File: src/rtl/io_nibble_tx.sv
// Nibble-serial transmitter: FIFO-buffered words sent MSB nibble first over pin_o with a toggle STB/ack handshake.
// Optional feature: define PARITY_EN to drive even parity of each nibble on pin_o[4].
module io_nibble_tx #(
    parameter int WIDTH   = 16,
    parameter int DEPTH   = 4,
    parameter int TIMEOUT = 255
) (
    input  logic             clk,
    input  logic             rst_n,
    input  logic [WIDTH-1:0] tx_data,
    input  logic             tx_valid,
    output logic             tx_ready,
    input  logic             host_ack,
    output logic [7:0]       pin_o,
    output logic             busy,
    output logic             err
);

    localparam int NIB = WIDTH / 4;
    localparam int AW  = $clog2(DEPTH);
    localparam int TW  = $clog2(TIMEOUT + 1);
    localparam int CW  = (NIB > 1) ? $clog2(NIB) : 1;
    localparam logic [CW-1:0] LAST_NIB = CW'(NIB - 1);
    localparam logic [TW-1:0] TMO_LAST = TW'(TIMEOUT - 1);

    typedef enum logic [1:0] {IDLE, SEND, WAIT, ERROR} state_t;

    state_t           state, state_nxt;
    logic [WIDTH-1:0] mem [DEPTH];
    logic [AW:0]      wr_ptr, rd_ptr;
    logic             full, empty, push, pop;
    logic             ack_p0, ack_p1;
    logic [WIDTH-1:0] shift_reg;
    logic [CW-1:0]    nib_cnt;
    logic [TW-1:0]    timer;
    logic             ack_match, last_nib, tmo, par_bit;

    assign empty     = (wr_ptr == rd_ptr);
    assign full      = (wr_ptr[AW] != rd_ptr[AW]) && (wr_ptr[AW-1:0] == rd_ptr[AW-1:0]);
    assign tx_ready  = !full && (state != ERROR);
    assign push      = tx_valid && tx_ready;
    assign pop       = (state == IDLE) && !empty;
    assign busy      = (state != IDLE) || !empty;
    assign ack_match = (ack_p1 == pin_o[7]);
    assign last_nib  = (nib_cnt == LAST_NIB);
    assign tmo       = (timer == TMO_LAST);

`ifdef PARITY_EN
    assign par_bit = ^shift_reg[WIDTH-1 -: 4];
`else
    assign par_bit = 1'b0;
`endif

    always_ff @(posedge clk) begin
        if (!rst_n) begin
            wr_ptr <= '0;
            rd_ptr <= '0;
        end else begin
            if (push) wr_ptr <= wr_ptr + 1'b1;
            if (pop)  rd_ptr <= rd_ptr + 1'b1;
        end
    end

    always_ff @(posedge clk) begin
        if (push) mem[wr_ptr[AW-1:0]] <= tx_data;
    end

    // host_ack is asynchronous: two-flop synchronizer, ack_p1 is the usable copy
    always_ff @(posedge clk) begin
        if (!rst_n) begin
            ack_p0 <= 1'b0;
            ack_p1 <= 1'b0;
        end else begin
            ack_p0 <= host_ack;
            ack_p1 <= ack_p0;
        end
    end

    always_ff @(posedge clk) begin
        if (!rst_n) state <= IDLE;
        else        state <= state_nxt;
    end

    always_comb begin
        state_nxt = state;
        case (state)
            IDLE:  if (!empty) state_nxt = SEND;
            SEND:  state_nxt = WAIT;
            WAIT: begin
                if (ack_match) state_nxt = last_nib ? IDLE : SEND;
                else if (tmo)  state_nxt = ERROR;
            end
            ERROR: state_nxt = ERROR;
            default: state_nxt = IDLE;
        endcase
    end

    always_ff @(posedge clk) begin
        if (pop)
            shift_reg <= mem[rd_ptr[AW-1:0]];
        else if (state == WAIT && ack_match && !last_nib)
            shift_reg <= shift_reg << 4;
    end

    // All pin_o fields update together on the SEND edge; ERR is raised on the timeout edge
    always_ff @(posedge clk) begin
        if (!rst_n) begin
            pin_o   <= 8'h00;
            err     <= 1'b0;
            nib_cnt <= '0;
            timer   <= '0;
        end else begin
            case (state)
                IDLE: if (pop) nib_cnt <= '0;
                SEND: begin
                    pin_o <= {~pin_o[7], (nib_cnt == '0), pin_o[5], par_bit, shift_reg[WIDTH-1 -: 4]};
                    timer <= '0;
                end
                WAIT: begin
                    timer <= timer + 1'b1;
                    if (ack_match) begin
                        if (!last_nib) nib_cnt <= nib_cnt + 1'b1;
                    end else if (tmo) begin
                        err      <= 1'b1;
                        pin_o[5] <= 1'b1;
                    end
                end
                ERROR: begin
                    err      <= 1'b1;
                    pin_o[5] <= 1'b1;
                end
                default: ;
            endcase
        end
    end

endmodule

File: config.mk
export PLATFORM = sky130hd
export DESIGN_NAME = io_nibble_tx
export DESIGN_NICKNAME = d
export VERILOG_FILES = /design/src/rtl/io_nibble_tx.sv
export SDC_FILE = /design/constraint.sdc
export NUM_CORES = 1
export LEC_CHECK = 0
export BUFFER_PORTS_ARGS = -buffer_cell sky130_fd_sc_hd__clkbuf_2
export CORE_MARGIN = 3
export CORE_UTILIZATION = 25
export CTS_CLUSTER_DIAMETER = 120
export CTS_CLUSTER_SIZE = 40
export DETAILED_ROUTE_END_ITERATION = 12
export PLACE_DENSITY = 0.45
export SLEW_MARGIN = 15
export SYNTH_ARGS = -nofsm -noshare
export SYNTH_HDL_FRONTEND = slang
export SYNTH_SLANG_ARGS = --single-unit
File: constraint.sdc
create_clock -name clk -period 2.35 [get_ports clk]
set_input_delay 0.1175 -clock clk [delete_from_list [all_inputs] [get_ports clk]]
set_output_delay 0.1175 -clock clk [all_outputs]
set_load 0.01 [all_outputs]
### Word level (Yosys, flattened, before mapping)

Memory sizes are Yosys's and may differ from the RTL's. A register that Yosys moved wholly into a read port is not among the register bits.
Index checks and enable logic that the tools add are counted.

* register bits after elaboration: 43
* bits in writable memories: 64
* bits of input ports: 20
* memories: 1

* $add $sub $neg: 4
* equality and inequality tests: 17
* muxes and demuxes: 19
* bitwise operators: 1
* reductions and logical operators: 20

Memories
* mem: words 4, bits a word 16, rd ports 1, clocked after memory_dff 1, wr ports 1, line 29 `logic [WIDTH-1:0] mem [DEPTH];`

Operators with widths (count)
* $mux W16: 2
* $mux W2: 8
* $pmux W8 S2: 1
* $ne A2 B2 Y1 const B: 7
* $reduce_bool A2 Y1: 5
* $add A8 B1 Y8 const B: 1
* $eq A8 B8 Y1 const B: 1
* $pmux W2 S4: 1
* $add A3 B1 Y3 const B: 2
* $eq A2 B2 Y1 const B: 3
* $logic_and A1 B1 Y1: 6
* $mux W1: 5
* $logic_not A2 Y1: 2
* $pmux W2 S2: 1
* $reduce_and A4 Y1: 1
* $eq A3 B3 Y1: 1
* $logic_not A1 Y1: 3
* $ne A3 B3 Y1 const B: 1
* $reduce_and A3 Y1: 1
* $add A2 B1 Y2 const B: 1
* $eq A2 B1 Y1 const B: 1
* $eq A2 B2 Y1: 1
* $pmux W1 S2: 1
* $reduce_and A2 Y1: 1
* 4 further kinds: 4

### Logic depth before layout (Yosys ltp)

* depth in word-level cells: 7
* mapped depth: 7

### Least setup slack after synthesis

Ideal clock, no wire load.

* path type: register to register
* from: reg wr_ptr[0]
* to: mem mem[3][0], enable pin
* arrival: 1514 ps
* required time: 1976 ps
* setup slack: 462 ps
* cell stages (with the launch flop): 4
* path buffers: 0
* period minus slack after synthesis: 1888 ps
* cell sequence: dfxtp_1 xnor2_1 a311oi_2 and2_1

* longest elaborated chain between the ends: 7

RTL lines
* start: declaration: line 30 `logic [AW:0] wr_ptr, rd_ptr;`
* start signal: assignment: line 59 `if (push) wr_ptr <= wr_ptr + 1'b1;`
* $eq A2 B2 Y1: line 39 `assign full = (wr_ptr[AW] != rd_ptr[AW]) && (wr_ptr[AW-1:0] == rd_ptr[AW-1:0]);`
* $logic_and A1 B1 Y1: line 39
* $logic_not A1 Y1: line 40 `assign tx_ready = !full && (state != ERROR);`
* $logic_and A1 B1 Y1: line 40
* $logic_and A1 B1 Y1: line 41 `assign push = tx_valid && tx_ready;`
* $mux W1: line 65 `if (push) mem[wr_ptr[AW-1:0]] <= tx_data;`
* $mux W1 (not written as such): line 65
* end: declaration: line 29

Several ways; a longest one is shown, not always the timed one.

### Worst setup path after layout

* from: reg state[1]
* to: out busy

* longest elaborated chain between the ends: 2

RTL lines
* start: declaration: line 28 `state_t state, state_nxt;`
* start signal: assignment: line 81 `else state <= state_nxt;`
* $reduce_bool A2 Y1: line 43 `assign busy = (state != IDLE) || !empty;`
* $logic_or A1 B1 Y1: line 43
* end: declaration: line 15 `output logic busy,`

No other way between the ends.

==> impl_metrics.json <==
{
  "grt_pass1_wl_um": 13600,
  "synth_ff_type": "edfxtp_1",
  "finalSetupTns_ns": 0,
  "clock_skew_ns": 0.0101,
  "syn_inst": 278,
  "reg2regPathDepth": 6,
  "drt-total-wl_um": 8120,
  "worstSetupPathType": "reg -> out",
  "drc": 0,
  "drtAntennaViolNets": 0,
  "rr_endpoint": "state[1]",
  "reg2reg_from": "state[1]",
  "period_needed_ns": 2.14,
  "num_io_pins": 31,
  "final_nets": 363,
  "vias": 2335,
  "place_ws_ns": 0.377,
  "gr-total-overflow": 0,
  "yosys_warnings": 0,
  "slew_headroom": 0.540,
  "start_util": 0.260,
  "routed_via_density": 4.21,
  "hold_viol": 0,
  "placed_area_sq_mm": 0.00485,
  "syn-num-nets": 311,
  "crit_buf_inv": 3,
  "numCtsBuffers": 9,
  "grt_usage": 0.0918,
  "clockRootBuffer": "clkbuf_16",
  "netlist.top_cell.by_area": "edfxtp_1",
  "rsz0062_at_grt": "false",
  "synthTopCellsByArea": "edfxtp_1 (55%), dfxtp_1 (13%), mux4_2 (8.2%)",
  "largest_reg_flops": 64,
  "cp_cell_sequence": "inv_1 > ha_1 > inv_1 > or4_1 > clkbuf_2",
  "post_cts_buffers": 0,
  "arrival_ns": 2.02,
  "syn_to_final_growth_pct": 20.4,
  "final_area_sq_mm": 0.00529,
  "cp.depth": 5,
  "setup_viol": 0,
  "slowest_delay_ns": 0.67,
  "power.leakage_nw": 1.84,
  "power_density_mw_per_mm2": 1090,
  "grt_max_degree": 23,
  "endpoint": "busy",
  "antenna-diode-count": 0,
  "slowest_stage": "or4_1",
  "cts_buffer_depth": 2,
  "hold_path.class": "in -> reg",
  "cts_tree": "done",
  "grt_antenna_before_repair": 0,
  "fp.coreArea_sq_mm": 0.0169,
  "r2r_slack_ns": 0.34,
  "h-tree-depth": 3,
  "timing.final.crit_share": 0.911,
  "synth-seq-cells": 109,
  "synth_cell_types": 38,
  "finalMaxSlewViolations": 0,
  "setup_ws_ns": 0.209,
  "worst_slew_pin_slew_ns": 0.683,
  "synth.cell_area_sq_mm": 0.00439,
  "dieArea_sq_mm": 0.0192,
  "globalplace.congestion": 0.657,
  "drt_iter0_drc": 82,
  "critPathMostFrequentCell": "inv_1",
  "wl_per_cell_um": 14.6,
  "clk_latency_ns": 0.35,
  "crit_fanout": 7,
  "die_w_um": 139,
  "crit_family": "simple AND/OR/NAND/NOR gates",
  "clkTransAtPathRegs_ns": 0.07,
  "syn_avg_cell_area_sq_um": 15.8,
  "grt_pass1_vias": 2504,
  "drive_gt1_frac": 0.254,
  "end_kind": "output port",
  "max_cap_viol_count": 0,
  "whs_ns": 0.0306,
  "row_count": 47,
  "vdd_drop_max_mv": 0.434,
  "firstDrtPassIters": 4,
  "yosysSeqAreaShare": 0.679,
  "cts_resized": 0,
  "synthArstFlopShare": 0,
  "max_freq_mhz": 467,
  "synth.top_cell.area_share": 0.547,
  "startpoint_type": "flip-flop",
  "die_h_um": 139,
  "outcome": "complete, no violations",
  "fin_util": 0.313,
  "portBuffers": 29,
  "worstPathRequired_ns": 2.23,
  "synth-edff-count": 80,
  "dp.final_hpwl_um": 5100,
  "cts_hold_buf": 15,
  "cts.sinks": 109,
  "cp-startpoint": "state[1]"
}
metal layers:
layer	share of wire	track usage
met1	0.47	0.118
met2	0.48	0.149
met3	0.038	0.0300
met4	0.0095	0.0265
met5	0	0
cells by family (layout without fill, tap and decap cells):
family,after synthesis,in the layout,share of synthesized area
AOI/OAI and AO/OA,26,26,0.0399
xor gates and xnor gates,14,14,0.0279
adders and majority gates,13,13,0.0370
buffers and inverters,23,80,0.0228
DFF,109,109,0.679
muxes,33,33,0.124
other,1,1,0.000854
and+or+nand+nor,59,59,0.0678
worst register-to-register path, delay by kind of cell, from the launching register on:
family | cells | cell delay (ns)
flops | 1 | 0.33
fa+ha+maj | 1 | 0.28
buf+inv | 2 | 0.21
simple gates | 2 | 0.91
compound gates | 1 | 0.19
worst min-delay path by stage:
stage / from / to / slack, ns / cells past startpoint
floorplan: tx_data[0] / mem[0][0] / 0.22 / 0
global placement: host_ack / ack_p0 / 0.33 / 2
detailed placement: tx_data[6] / mem[2][6] / 0.35 / 1
CTS: tx_data[11] / mem[3][11] / 0.005 / 1
global route: tx_data[12] / mem[0][12] / 0.02 / 1
finish: tx_data[11] / mem[3][11] / 0.03 / 1
Yosys cell counts (all sizes together) (2+ instances only):
| library cell | instances |
|---|---|
| nand2 | 11 |
| o21ai | 9 |
| or3 | 2 |
| nor3 | 2 |
| o31ai | 2 |
| nand3 | 6 |
| clkbuf | 5 |
| mux2 | 12 |
| nor2b | 7 |
| nand4 | 3 |
| buf | 7 |
| edfxtp | 80 |
| mux4 | 16 |
| a21oi | 7 |
| inv | 11 |
| nor2 | 16 |
| ha | 13 |
| a311oi | 2 |
| xor2 | 9 |
| xnor2 | 5 |
| and2 | 8 |
| mux2i | 5 |
| dfxtp | 29 |
cell usage in the layout, fill, tap and decap left out, types with 3 or more instances in the layout:
cell type / count
inv_1: 11
edfxtp_1: 80
a21oi_1: 7
nand3_1: 6
nand4_1: 3
nor2b_1: 7
mux2i_1: 5
and2_1: 8
o21ai_0: 9
xnor2_1: 5
nand2_1: 11
nor2_1: 16
clkbuf_2: 29
ha_1: 13
buf_4: 8
inv_6: 3
xor2_1: 9
mux2_2: 12
clkbuf_16: 9
mux4_2: 16
dlygate4sd3_1: 15
dfxtp_1: 29
stage by stage:
stage               power (mW)  instances
finish                    5.75        555
detailed placement        4.35        524
global route              6.14        555
CTS                       5.88        555
floorplan                 3.79        278
global placement          4.33        524
layout make-up:
cell class / count / area, sq um
fillers: 1650 / 11600
flip-flops and latches: 109 / 2980
multi-input cells: 146 / 1320
repair buffers: 53 / 375
well taps: 220 / 275
clock buffers: 9 / 225
clock inverters: 7 / 63.8
inverters: 11 / 41.3
power breakdown:
group          switching [mW]  leakage [nW]  internal [mW]  total, mW
Combinational           0.884         0.717          0.747       1.63
Sequential              0.123         0.978           2.52       2.65
Clock                   0.730         0.145          0.744       1.47
Note: power is estimated with default switching activity, not from simulation.
